## src/rtl/saturn_phase_gen.sv

```systemverilog
// rtl/saturn_phase_gen.sv - multi-phase clock-enable generator with cycle counter, limit watchdog and run/halt/step control
// Halts are only taken at a machine-cycle boundary so the enables always freeze on phase 0.
module saturn_phase_gen #(
  parameter int          NUM_PHASES        = 4,
  parameter int          CTR_WIDTH         = 32,
  parameter int unsigned MAX_CYCLE_DEFAULT = 125,
  parameter int          PHASE_W           = $clog2(NUM_PHASES)
) (
  input  logic                  i_clk,
  input  logic                  i_reset,
  input  logic                  i_stall,
  input  logic                  i_halt_req,
  input  logic                  i_run,
  input  logic                  i_step,
  input  logic                  i_max_load,
  input  logic [CTR_WIDTH-1:0]  i_max_value,
  output logic [NUM_PHASES-1:0] o_phases,
  output logic [PHASE_W-1:0]    o_phase_idx,
  output logic [CTR_WIDTH-1:0]  o_cycle_ctr,
  output logic                  o_running,
  output logic                  o_halt,
  output logic [1:0]            o_halt_cause
);

  if (NUM_PHASES < 2) begin : g_bad_phases
    $error("saturn_phase_gen: NUM_PHASES must be at least 2");
  end

  typedef enum logic [1:0] {
    ST_RUN    = 2'd0,
    ST_STEP   = 2'd1,
    ST_HALTED = 2'd2
  } state_t;

  localparam logic [1:0] CAUSE_NONE  = 2'd0;
  localparam logic [1:0] CAUSE_LIMIT = 2'd1;
  localparam logic [1:0] CAUSE_REQ   = 2'd2;
  localparam logic [1:0] CAUSE_STEP  = 2'd3;

  localparam logic [PHASE_W-1:0]    LAST_IDX  = PHASE_W'(NUM_PHASES - 1);
  localparam logic [CTR_WIDTH-1:0]  LIMIT_RST = CTR_WIDTH'(MAX_CYCLE_DEFAULT);
  localparam logic [NUM_PHASES-1:0] PHASE0    = NUM_PHASES'(1);

  state_t                  state_q, state_d;
  logic [NUM_PHASES-1:0]   phases_q;
  logic [PHASE_W-1:0]      idx_q;
  logic [CTR_WIDTH-1:0]    ctr_q;
  logic [CTR_WIDTH-1:0]    limit_q;
  logic [1:0]              cause_q, cause_d;
  logic                    req_pend_q, req_pend_d;
  logic                    adv;
  logic                    boundary;
  logic                    limit_hit;

  always_comb begin
    adv        = (state_q != ST_HALTED) && !i_stall;
    boundary   = adv && phases_q[NUM_PHASES-1];
    // An all-ones limit disables the watchdog.
    limit_hit  = (limit_q != {CTR_WIDTH{1'b1}}) && (ctr_q == limit_q);
    state_d    = state_q;
    cause_d    = cause_q;
    req_pend_d = req_pend_q;

    case (state_q)
      ST_RUN: begin
        if (i_halt_req) begin
          req_pend_d = 1'b1;
        end
        if (boundary && limit_hit) begin
          state_d    = ST_HALTED;
          cause_d    = CAUSE_LIMIT;
          req_pend_d = 1'b0;
        end else if (boundary && (i_halt_req || req_pend_q)) begin
          state_d    = ST_HALTED;
          cause_d    = CAUSE_REQ;
          req_pend_d = 1'b0;
        end
      end
      ST_STEP: begin
        if (boundary) begin
          state_d = ST_HALTED;
          cause_d = limit_hit ? CAUSE_LIMIT : CAUSE_STEP;
        end
      end
      ST_HALTED: begin
        if (i_run) begin
          state_d = ST_RUN;
          cause_d = CAUSE_NONE;
        end else if (i_step) begin
          state_d = ST_STEP;
        end
      end
      default: begin
        state_d = ST_RUN;
        cause_d = CAUSE_NONE;
      end
    endcase
  end

  always_ff @(posedge i_clk) begin
    if (i_reset) begin
      state_q    <= ST_RUN;
      cause_q    <= CAUSE_NONE;
      req_pend_q <= 1'b0;
    end else begin
      state_q    <= state_d;
      cause_q    <= cause_d;
      req_pend_q <= req_pend_d;
    end
  end

  // Counter starts at all-ones so the first phase-0 advance after reset reads 0.
  always_ff @(posedge i_clk) begin
    if (i_reset) begin
      phases_q <= PHASE0;
      idx_q    <= '0;
      ctr_q    <= {CTR_WIDTH{1'b1}};
      limit_q  <= LIMIT_RST;
    end else begin
      if (adv) begin
        phases_q <= {phases_q[NUM_PHASES-2:0], phases_q[NUM_PHASES-1]};
        idx_q    <= (idx_q == LAST_IDX) ? '0 : idx_q + PHASE_W'(1);
        if (phases_q[0]) begin
          ctr_q <= ctr_q + CTR_WIDTH'(1);
        end
      end
      if (i_max_load) begin
        limit_q <= i_max_value;
      end
    end
  end

  assign o_phases     = phases_q;
  assign o_phase_idx  = idx_q;
  assign o_cycle_ctr  = ctr_q;
  assign o_running    = (state_q == ST_RUN) || (state_q == ST_STEP);
  assign o_halt       = (state_q == ST_HALTED);
  assign o_halt_cause = cause_q;

endmodule

```

## config.mk

```make
export PLATFORM = sky130hd
export DESIGN_NAME = saturn_phase_gen
export DESIGN_NICKNAME = d
export VERILOG_FILES = /design/src/rtl/saturn_phase_gen.sv
export SDC_FILE = /design/constraint.sdc
export NUM_CORES = 1
export LEC_CHECK = 0
export BUFFER_PORTS_ARGS = -buffer_cell sky130_fd_sc_hd__buf_2
export CORE_ASPECT_RATIO = 1.4
export CORE_UTILIZATION = 58
export CTS_CLUSTER_SIZE = 40
export DETAILED_ROUTE_END_ITERATION = 10
export GPL_TIMING_DRIVEN = 1
export PLACE_DENSITY_LB_ADDON = 0.3
export REMOVE_ABC_BUFFERS = 1
export SYNTH_ARGS = -nofsm -noshare
export SYNTH_HDL_FRONTEND = slang
export SYNTH_SLANG_ARGS = --single-unit
```

## constraint.sdc

```tcl
create_clock -name i_clk -period 3.4 [get_ports i_clk]
set_input_delay 0.34 -clock i_clk [delete_from_list [all_inputs] [get_ports i_clk]]
set_output_delay 0.34 -clock i_clk [all_outputs]
set_load 0.005 [all_outputs]
```

# Word-level counts from Yosys, hierarchy flattened
# Index checks and enable logic that the tools add are counted.
[word_totals] reg_bits=75 in_bits=39 out_inout_bits=42 word_cells=48
[op_classes] addsub=2 eq_ne=10 muxes=15 reduce_logical=14
[ops] op="32-bit by 1-bit adder with 32-bit output, second input constant" n=1
[ops] op="32-bit == test" n=1
[ops] op="32-bit inequality test, second input constant" n=1
[ops] op="2-bit two-way mux" n=10
[ops] op="2-bit case mux with 3 select lines" n=2
[ops] op="2-bit inequality test, second input constant" n=3
[ops] op="3-bit inequality test, second input constant" n=2
[ops] op="3-bit AND reduction" n=2
[ops] op="1-bit logical AND" n=5
[ops] op="2-bit == test, second input constant" n=2
[ops] op="2-bit AND reduction" n=2
[ops] op="1-bit two-way mux" n=3
[ops] op="3-bit nonzero test" n=1
[ops] op="2-bit by 1-bit adder with 2-bit output, second input constant" n=1
[ops] op="2-bit by 1-bit == test with 1-bit output, second input constant" n=1
[ops] op="2-bit logical NOT" n=1
[ops] op="1-bit logical OR" n=2
[ops] op="1-bit logical NOT" n=1

# Longest topological paths before layout
# Gate-level depths: netlist of the first run.
[logic_depth] depth_word=7 ltp_mapped=8 mapped_depth_nobuf=7

# Worst setup path before layout of the first run
# OpenSTA, ideal clock, no wires.
[synth_path] kind="register -> register" start="register ctr_q[16], in the netlist o_cycle_ctr[16]" end="register cause_q[0], in the netlist o_halt_cause[0]" setup_ps=71 arrival_time_ps=1773 setup_slack_ps=1556 stages_incl_launch_ff=7 n_path_buf=0 path_cell_list="dfxtp_1 > xnor2_1 > nand4_1 > nor4_4 > a31oi_1 > or4_1 > a21oi_1"
[synth_via] elab_chain_cells=5 word_cells_on_any_way=7 cone_classes="2 x eq/ne; 2 x mux; 3 x reduce/logical"
[synth_rtl] item="start: declaration" line_no="47" rtl="logic [CTR_WIDTH-1:0] ctr_q;"
[synth_rtl] item="start signal: assignment" line_no="117" rtl="ctr_q <= {CTR_WIDTH{1'b1}};"
[synth_rtl] item="start signal: assignment" line_no="124" rtl="ctr_q <= ctr_q + CTR_WIDTH'(1);"
[synth_rtl] item="32-bit == test *" line_no="59" rtl="limit_hit = (limit_q != {CTR_WIDTH{1'b1}}) && (ctr_q == limit_q);"
[synth_rtl] item="1-bit logical AND *" line_no="59"
[synth_rtl] item="1-bit logical AND *" line_no="69" rtl="if (boundary && limit_hit) begin"
[synth_rtl] item="3-bit inequality test (no source line) / 2-bit two-way mux (equally long branches)"
[synth_rtl] item="3-bit AND reduction (no source line) / 2-bit case mux with 3 select lines (equally long branches)"
[synth_rtl] item="end signal: assignment" line_no="107" rtl="cause_q <= cause_d;"
[synth_rtl] item="end: declaration" line_no="49" rtl="logic [1:0] cause_q, cause_d;"
# Mark *: on every way between the ends. The rest lies on a longest branch, timed or not.
# A chain may end at the register's enable or synchronous reset.

# Final worst setup path of the first run
[layout_path] start="register state_q[0]" end="register ctr_q[22], in the netlist o_cycle_ctr[22]"
[layout_via] elab_chain_cells=3
[layout_rtl] item="start: declaration" line_no="44" rtl="state_t state_q, state_d;"
[layout_rtl] item="start signal: assignment" line_no="106" rtl="state_q <= state_d;"
[layout_rtl] item="2-bit inequality test" line_no="56" rtl="adv = (state_q != ST_HALTED) && !i_stall;"
[layout_rtl] item="1-bit logical AND" line_no="56"
[layout_rtl] item="2-bit AND reduction (no source line)"
# Every way passes these cells.

==> results of run 1 <==
-- worst max-delay path by stage --
stage,startpoint,to,cells after the start
after CTS,state_q[0]$_SDFFE_PP0P_,o_cycle_ctr[22]$_SDFFE_PP1P_,7
after floorplan,state_q[0]$_SDFFE_PP0P_,o_cycle_ctr[22]$_SDFFE_PP1P_,7
after detailed placement,state_q[0]$_SDFFE_PP0P_,o_cycle_ctr[22]$_SDFFE_PP1P_,7
final,state_q[0]$_SDFFE_PP0P_,o_cycle_ctr[22]$_SDFFE_PP1P_,7
after global routing,o_cycle_ctr[11]$_SDFFE_PP1P_,o_halt_cause[0]$_SDFFE_PP0P_,6
after global placement,state_q[0]$_SDFFE_PP0P_,o_cycle_ctr[22]$_SDFFE_PP1P_,7
-- placed cells by master, fill, tap and decap left out, types with 3 or more instances in the layout --
| cell | Yosys | routed |
|---|---|---|
| buf_2 | 0 | 80 |
| dfxtp_1 | 75 | 75 |
| nand2_1 | 50 | 50 |
| xnor2_1 | 48 | 48 |
| nor2_1 | 34 | 34 |
| mux2i_1 | 33 | 33 |
| nand4_1 | 24 | 24 |
| nand3_1 | 12 | 12 |
| a21oi_1 | 11 | 11 |
| clkbuf_8 | 0 | 11 |
| o21ai_0 | 9 | 9 |
| xor2_1 | 9 | 9 |
| and3_1 | 8 | 8 |
| nor4_2 | 7 | 7 |
| inv_1 | 6 | 6 |
| nor3_1 | 6 | 6 |
| and4_1 | 4 | 4 |
| or3_1 | 4 | 4 |
| and2_1 | 3 | 3 |
-- layer usage --
metal  global-route usage [%]  part of all wire [%]  wire length, um  vias to the layer above
met5                        0                     0                0                        -
met4                     19.1                   4.5              374                        0
met3                     4.85                   4.3              363                       30
met2                     47.9                    50             4210                       85
met1                     31.0                    41             3410                     1437
li1                         -                     -                -                     1482
-- power groups by stage --
stage          logic [mW]  registers (mW)  clock network (mW)
2_1_floorplan       0.465            1.10                   0
3_3_place_gp        0.662            1.12                   0
3_5_place_dp        0.673            1.12                   0
4_1_cts             0.680            1.10               0.703
5_1_grt             0.752            1.11               0.739
6_report            0.682            1.10               0.696
-- worst register-to-register path, cell delays in order (launching register included) --
cell      delay [ns]
dfxtp_1         0.39
nand2b_2        0.20
inv_2           0.07
nor3b_4         0.32
nand4_2         0.48
nor3_1          0.50
and4_1          0.24
a21oi_1         0.04
-- layout make-up --
cell class,count,area share [%]
timing repair buffer,82,10.0
inverter,7,0.633
multi-input combinational,284,46.2
clock buffer,11,3.65
sequential,75,36.2
clock inverter,4,1.21
tap,70,2.11
-- per-stage QoR --
step | area, um2 | setup WS (ns) | total power [mW] | instances
finish | 4150 | 1.05 | 2.48 | 533
global route | 4150 | 0.950 | 2.61 | 533
CTS | 4150 | 1.07 | 2.48 | 533
detailed placement | 3950 | 1.08 | 1.79 | 518
global placement | 3950 | 1.17 | 1.78 | 518
floorplan | 3440 | 1.44 | 1.56 | 366
-- sequential cells by signal, indices dropped and copies added (netlist names) --
register      cells
limit_q          32
o_cycle_ctr      32
o_phases          4
o_halt_cause      2
o_phase_idx       2
state_q           2
req_pend_q        1
-- cell families after synthesis --
| kind of cell | synth area share (%) |
|---|---|
| flops | 42.8 |
| buf+inv | 2.57 |
| fa+ha+maj | 0.713 |
| mux | 9.42 |
| xor+xnor | 14.2 |
| simple gates | 25.9 |
| compound gates | 4.35 |
==> results by group, run 1 <==
Detailed routing
  • DRT antenna net count: 0
  • Drt via density: 5.69
  • DRC viols: 0
  • WL/cell: 15.7 um
  • Via Count: 3034
  • Post-Route WL: 8360 um
  • DR iter-0 viols: 158
  • Drt pass-1 iters: 4

Floorplan
  • IO Count: 81
  • Initial Utilization: 59.8%
  • DIE AREA: 6370 um2
  • Core area: 5860 um2
  • Die height: 94.0 um
  • Chip width: 67.7 um
  • Num rows: 33

Cells and area
  • Nets: 500
  • Area of the multi-input gates: 1920 um2
  • Register area: 1500 um2
  • Layout cell share with drive strength beyond 1: 24.0%
  • Final core utilization: 70.7%
  • Area grow syn2layout: 18.3%
  • Ant diodes: 0
  • Fill cells: 458

Global routing
  • Vias in the first global route: 2830
  • Grt ovf: 0
  • First-pass GRT wire length: 13200 um
  • Initial antenna violation count: 0
  • Largest net degree at the start of global routing: 38
  • Total GRT Usage: 28.3%

Power
  • Switching pwr: 0.830 mW
  • Net Sw Frac: 33.5%
  • Max rail drop VDD: 394 uV
  • Sequential Power Share: 44.4%
  • Logic pwr share: 27.5%
  • Clk pwr share: 28.1%
  • P_leak: 1.73 nW
  • Int Pwr: 1.65 mW
  • Cell Pwr Density: 598 nW/um2

Logic synthesis
  • Top cells by count, synth: dfxtp_1 (75), nand2_1 (50), xnor2_1 (48)
  • Synth cell types: 39
  • Syn Area/Cell: 9.18 um2
  • FF+latch count, synth: 75
  • Synth Cell Area: 3510 um2
  • Leading area contributor after synthesis: dfxtp_1
  • Synth Flop Type: dfxtp_1
  • Seq/Total Area, Yosys: 42.8%
  • Ys async rst share: 0%
  • Area share of the largest cell type after synthesis: 42.8%
  • EDFF count, synth: 0
  • Syn Inst Count: 382
  • Top cells by area, synth: dfxtp_1 (43%), xnor2_1 (12%), mux2i_1 (9.4%), nand2_1 (5.4%), nand4_1 (4.3%)
  • Yosys warnings: 0
  • Count leader, synth: dfxtp_1

Placement
  • Buffers on Ports: 80
  • Placer Congestion: 0.838
  • Detail Placement HPWL: 6050 um

Setup path
  • CP cell instances: nand2b_2, inv_2, nor3b_4, nand4_2, nor3_1, and4_1, a21oi_1
  • Critical path startpoint category: flip-flop
  • R2R setup slack: 1.05 ns
  • CP max FO: 14
  • Critical Path Max Stage Delay: 0.50 ns
  • RR Endpoint: o_cycle_ctr[22]$_SDFFE_PP1P_
  • Critical path's top delay family: simple AND/OR/NAND/NOR gates
  • Reg2reg start: state_q[0]$_SDFFE_PP0P_
  • Arr. time, crit path: 2.61 ns
  • Slowest stage cell on the critical path: nor3_1
  • Crit end category: flip-flop
  • CP Class: flip-flop to flip-flop
  • Cell depth of the worst flop-to-flop path: 7
  • Buf/Inv on CP: 1
  • Worst path required time: 3.66 ns

Min path
  • Hold Crit Class: input pin to flip-flop
  • Min-Delay Endpoint: limit_q[2]$_SDFFE_PP1P_
  • Worst Hold Launch: i_max_value[2]
  • Hold Path Depth: 3

Clocking
  • Postcts setup bufs: 0
  • Hold_buf cts: 0
  • Clock latency on the worst-skew pair: 0.36 ns
  • Post-CTS sizing: 0
  • Clock-pin slew on the worst setup and hold paths: 0.08 ns
  • Clock buffer count from CTS: 9
  • CTS Root Cell: clkbuf_8
  • CTS tree: built
  • H-tree depth: 3
  • Clock sinks: 75
  • Max clock buf depth: 2

Timing
  • Setup violators final: 0
  • Hold Fails Final Rpt: 0
  • Setup TNS: 0 ns
  • Clock Skew: 0.00721 ns
  • Final Max Tran Viols: 0
  • F_max: 425 MHz
  • Hold slack: 0.193 ns
  • Normalized max-slew margin: 37.5%
  • Clock period minus final worst setup slack: 2.35 ns
  • Actual slew at the worst max-slew pin: 0.937 ns
  • Fin crit share: 69.2%
  • RSZ-0062 raised after global routing: no

Job
  • Max-Cap Viols: 0

Run status
  • Status: finished, final reports clean
No activity file was read; power rests on OpenSTA's default activity.
==> run 2: changes to the inputs <==
ABC_AREA = 1   (was unset)
CORE_UTILIZATION = 54   (was 58)
clock period = 2.3 ns   (was 3.4 ns; I/O delays follow)
==> results by group, run 2 <==
Clocking
  • CTS tree: built
  • Clock sinks: 75
  • Max clock buf depth: 2
  • Postcts setup bufs: 0
  • Post-CTS sizing: 0
  • CTS Root Cell: clkbuf_8
  • H-tree depth: 3
  • Hold_buf cts: 0
  • Clock-pin slew on the worst setup and hold paths: 0.08 ns
  • Clock buffer count from CTS: 9
  • Clock latency on the worst-skew pair: 0.36 ns

Floorplan
  • Num rows: 35
  • Chip width: 72.2 um
  • DIE AREA: 7240 um2
  • Core area: 6610 um2
  • Die height: 100 um
  • Initial Utilization: 56.3%
  • IO Count: 81

Logic synthesis
  • Leading area contributor after synthesis: dfxtp_1
  • Syn Inst Count: 541
  • Synth Area in Compound Gates: 12.5%
  • EDFF count, synth: 0
  • Yosys warnings: 0
  • Synth Flop Type: dfxtp_1
  • Count leader, synth: nand2_1
  • Synth Cell Area: 3730 um2
  • Area share of and/or/nand/nor cells after synthesis: 34.6%
  • Post-synthesis xor/xnor area fraction: 4.47%
  • Ys async rst share: 0%
  • Synth cell types: 32
  • Seq/Total Area, Yosys: 40.3%
  • Top cells by count, synth: nand2_1 (128), dfxtp_1 (75), nor2_1 (74)
  • Area share of the largest cell type after synthesis: 40.3%
  • Post-Synth Adder-Cell Area: 0.672%
  • FF+latch count, synth: 75
  • Main combinational cell family by area after synthesis: simple AND/OR/NAND/NOR gates
  • Post-synthesis mux area share: 0%
  • Top cells by area, synth: dfxtp_1 (40%), nand2_1 (13%), nor2_1 (7.5%), o21ai_0 (7.0%), inv_1 (5.7%)
  • Syn Area/Cell: 6.89 um2

Cells and area
  • Fill cells: 605
  • Final core utilization: 67.4%
  • Area grow syn2layout: 19.5%
  • Commonest non-fill, non-tap cell in the layout: nand2_1
  • Layout cell share with drive strength beyond 1: 19.2%
  • Nets: 662
  • Non-filler instance count after layout: 717
  • Most frequent cells in the layout: nand2_1 (128), buf_2 (80), dfxtp_1 (75), nor2_1 (74), inv_1 (57)
  • Ant diodes: 0

Timing
  • F_max: 524 MHz
  • Final Max Tran Viols: 0
  • Actual slew at the worst max-slew pin: 1.12 ns
  • Setup violators final: 0
  • Setup TNS: 0 ns
  • Setup ws final: 0.390 ns
  • Fin crit share: 83.1%
  • Clock period minus final worst setup slack: 1.91 ns
  • Normalized max-slew margin: 25.5%
  • Clock Skew: 0.00706 ns
  • Hold Fails Final Rpt: 0
  • RSZ-0062 raised after global routing: no

Setup path
  • Buf/Inv on CP: 0
  • Critical path's top delay family: simple AND/OR/NAND/NOR gates
  • Crit end category: flip-flop
  • Slowest stage cell on the critical path: dfxtp_1
  • CP cell instances: ha_1, nand2_1, nor2_1, nand2_1, nor3_4, nand2_2, nor3_2, nand2_1, o21ai_0, nand3_1
  • Critical Path Max Stage Delay: 0.43 ns
  • Critical path startpoint category: flip-flop
  • CP Class: flip-flop to flip-flop
  • CP max FO: 6
  • Arr. time, crit path: 2.16 ns
  • Top cell by count, worst path: nand2_1
  • Worst path required time: 2.54 ns

Global routing
  • Largest net degree at the start of global routing: 52
  • Total GRT Usage: 30.1%
  • Initial antenna violation count: 0
  • Vias in the first global route: 3732
  • Grt ovf: 0
  • First-pass GRT wire length: 16700 um

Placement
  • Placed Cells incl. Taps: 702
  • Post-place setup slack: 0.409 ns
  • Detail Placement HPWL: 7520 um
  • Placer Congestion: 0.942
  • Buffers on Ports: 80

Power
  • Max rail drop VDD: 603 uV
  • P_leak: 2.24 nW
  • Cell Pwr Density: 835 nW/um2

Min path
  • Hold Crit Class: input pin to flip-flop

Run status
  • Status: finished, final reports clean

Detailed routing
  • Drt via density: 5.36
  • DR iter-0 viols: 208
  • Via Count: 3844
  • DRC viols: 0
  • DRT antenna net count: 0
  • Drt pass-1 iters: 5
  • WL/cell: 14.2 um
  • Post-Route WL: 10200 um

Job
  • Max-Cap Viols: 0
-- run 2: cell types whose count changed after synthesis, moves of 6 or more --
| cell | before | now |
|---|---|---|
| nand2_2 | 0 | 6 |
| nand4_1 | 24 | 16 |
| and3_1 | 8 | 0 |
| nor4_2 | 7 | 0 |
| nand2_1 | 50 | 128 |
| o21ai_0 | 9 | 52 |
| nor2_1 | 34 | 74 |
| a21oi_1 | 11 | 27 |
| mux2i_1 | 33 | 0 |
| xnor2_1 | 48 | 17 |
| inv_1 | 6 | 57 |
| xor2_1 | 9 | 2 |
| nand3_1 | 12 | 33 |
-- run 2: routing by layer --
layer | track usage (%) | vias to the layer above | wire (um)
met5 | 0 | - | 0
met4 | 23.2 | 0 | 623
met3 | 6.02 | 43 | 618
met2 | 51.5 | 139 | 5100
met1 | 31.9 | 1754 | 3820
li1 | - | 1908 | -
-- run 2: final timing paths --
path / startpoint / endpoint / slack [ns] / cells after the start
worst min register to register: o_halt_cause[1]$_SDFFE_PP0P_ / o_halt_cause[1]$_SDFFE_PP0P_ / 0.49 / 2
worst max register to register: o_cycle_ctr[1]$_SDFFE_PP1P_ / o_cycle_ctr[30]$_SDFFE_PP1P_ / 0.39 / 10
worst min-delay path: i_max_value[0] / limit_q[0]$_SDFFE_PP1P_ / 0.08 / 3
worst max-delay path: o_cycle_ctr[1]$_SDFFE_PP1P_ / o_cycle_ctr[30]$_SDFFE_PP1P_ / 0.39 / 10
-- run 2: logic make-up after synthesis --
family,count (synthesis)
XOR/XNOR,19
AO/OA/AOI/OAI,88
flip-flops,75
AND/OR/NAND/NOR,283
adder cells (fa/ha/maj),2
buffers and inverters,74
-- run 2: metrics by stage --
step                power, mW  cell area, um2  hold slack (ns)
floorplan                2.21            3670            0.299
global placement         2.49            4220            0.440
detailed placement       2.52            4220            0.450
CTS                      3.72            4450           0.0770
global route             3.92            4450           0.0855
finish                   3.72            4450           0.0795
-- run 2: where the power goes --
part,leakage (nW),internal (mW),switching (mW)
registers,0.619,1.42,0.165
logic,1.51,0.354,0.562
clock network,0.112,0.713,0.501
total,2.24,2.49,1.23
-- run 2: final cells by class --
cell class                 instances  area (um2)  share of cell area, %
clock buffer                      10         128                   2.87
clock inverter                     5         103                   2.30
inverter                          60         225                   5.06
multi-input combinational        392        1950                   43.7
sequential                        75        1500                   33.7
tap                               92         115                   2.58
timing repair buffer              83         435                   9.78
-- run 2: worst register-to-register path, cell delays in order (launching register included) --
cell and delay [ns]:
dfxtp_1 0.43, ha_1 0.21, nand2_1 0.07, nor2_1 0.10, nand2_1 0.09, nor3_4 0.21, nand2_2 0.11, nor3_2 0.18
nand2_1 0.13, o21ai_0 0.17, nand3_1 0.08
==> run 3: changes to the inputs <==
clock period = 1.9 ns   (was 2.3 ns; I/O delays follow)
==> results by group, run 3 (synthesis results as in run 2) <==
Run status
  • Status: finished, final reports clean

Detailed routing
  • Via Count: 3846
  • DR iter-0 viols: 234
  • WL/cell: 13.6 um
  • Drt pass-1 iters: 6
  • Post-Route WL: 9950 um
  • DRT antenna net count: 0
  • Drt via density: 5.26
  • DRC viols: 0

Global routing
  • Largest net degree at the start of global routing: 38
  • First-pass GRT wire length: 16200 um
  • Grt ovf: 0
  • Total GRT Usage: 28.9%
  • Vias in the first global route: 3618
  • Initial antenna violation count: 0

Timing
  • Actual slew at the worst max-slew pin: 0.555 ns
  • Fin crit share: 93.2%
  • Hold slack: 0.0520 ns
  • Hold Fails Final Rpt: 0
  • Normalized max-slew margin: 62.9%
  • Setup violators final: 0
  • Clock period minus final worst setup slack: 1.77 ns
  • F_max: 565 MHz
  • RSZ-0062 raised after global routing: yes
  • Clock Skew: 0.0115 ns
  • Final Max Tran Viols: 0

Power
  • Max rail drop VDD: 645 uV
  • Cell Pwr Density: 996 nW/um2
  • Total power draw: 4.61 mW
  • P_leak: 2.31 nW

Floorplan
  • Die height: 100 um
  • IO Count: 81
  • DIE AREA: 7240 um2
  • Chip width: 72.2 um
  • Initial Utilization: 56.3%
  • Core area: 6610 um2
  • Num rows: 35

Setup path
  • R2R setup slack: 0.13 ns
  • Slowest stage cell on the critical path: dfxtp_1
  • CP Class: flip-flop to flip-flop
  • Crit end category: flip-flop
  • Worst path required time: 2.15 ns
  • Critical Path Max Stage Delay: 0.43 ns
  • Cell depth of the worst flop-to-flop path: 8
  • CP cell instances: nand2_2, nor2_1, nand2_1, nor3_4, nand2_2, nor3_4, nand3_1, a21o_1
  • Arr. time, crit path: 2.02 ns
  • Critical path startpoint category: flip-flop
  • CP max FO: 6

Cells and area
  • Nets: 675
  • Area grow syn2layout: 24.1%
  • Most frequent cells in the layout: nand2_1 (127), buf_2 (80), nor2_1 (72), dfxtp_1 (64), inv_1 (54)
  • Final Cell Area: 4620 um2
  • Commonest non-fill, non-tap cell in the layout: nand2_1
  • Layout cell share with drive strength beyond 1: 23.9%
  • Ant diodes: 0

Min path
  • Hold Path Depth: 3
  • Hold Crit Class: input pin to flip-flop

Placement
  • Placer Congestion: 0.924
  • Placed Area: 4310 um2
  • Detail Placement HPWL: 7550 um
  • Buffers on Ports: 80

Clocking
  • CTS Root Cell: clkbuf_8
  • H-tree depth: 3
  • Clock-pin slew on the worst setup and hold paths: 0.08 ns
  • Hold_buf cts: 0
  • Max clock buf depth: 2
  • Clock latency on the worst-skew pair: 0.35 ns
  • Clock buffer count from CTS: 9
  • CTS tree: built
  • Clock sinks: 75

Job
  • Max-Cap Viols: 0
[run 3: cell types whose count changed in the layout (fill, tap and decap cells not counted), sizes merged]
cell	before	now
clkbuf	10	11
clkinv	1	2
buf	83	96
clkinvlp	1	0
[run 3: worst paths after layout]
kind,to,start
max,o_cycle_ctr[26]$_SDFFE_PP1P_,o_cycle_ctr[5]$_SDFFE_PP1P_
min,limit_q[0]$_SDFFE_PP1P_,i_max_value[0]
max reg2reg,o_cycle_ctr[26]$_SDFFE_PP1P_,o_cycle_ctr[5]$_SDFFE_PP1P_
min reg2reg,o_halt_cause[1]$_SDFFE_PP0P_,o_halt_cause[1]$_SDFFE_PP0P_
[run 3: layout make-up]
cell class              count  area (um2)
clock inverters             5         100
fillers                   571        1990
well taps                  92         115
multi-input cells         392        1980
repair buffers             96         549
flip-flops and latches     75        1520
clock buffers              11         141
inverters                  60         225
[run 3: critical path, delay by kind of cell, from the launching register on]
| kind | cells | cell delay [ns] |
|---|---|---|
| and+or+nand+nor | 7 | 1.04 |
| AOI/OAI and AO/OA | 1 | 0.20 |
| DFF | 1 | 0.43 |
[run 3: report_power, final]
part           internal, mW  total, mW  leakage (nW)  switching [mW]
Sequential             1.73       1.91         0.616           0.178
Combinational         0.481       1.21          1.57           0.730
Clock                 0.905       1.49         0.123           0.583
Total                  3.12       4.61          2.31            1.49
[run 3: repair_timing]
item,in CTS,in global routing
resized for setup,1,23
setup buffers,0,3
pin swaps,0,5
endpoints found under the setup margin,2,11
[run 3: through the flow]
step           TNS (ns)  cells  utilization [%]  worst slack, ns
4_1_cts               0    728             68.9           0.0229
3_3_place_gp          0    712             65.2           0.0453
6_report              0    731             69.9            0.130
2_1_floorplan         0    527                -            0.187
5_1_grt         -0.0178    731             69.9          -0.0110
3_5_place_dp          0    712             65.2          0.00148
[run 3: per-layer routing]
metal / wire (um) / track usage, %
met1: 3940 / 33.0
met2: 5040 / 49.5
met3: 571 / 6.12
met4: 397 / 16.0
met5: 0 / 0
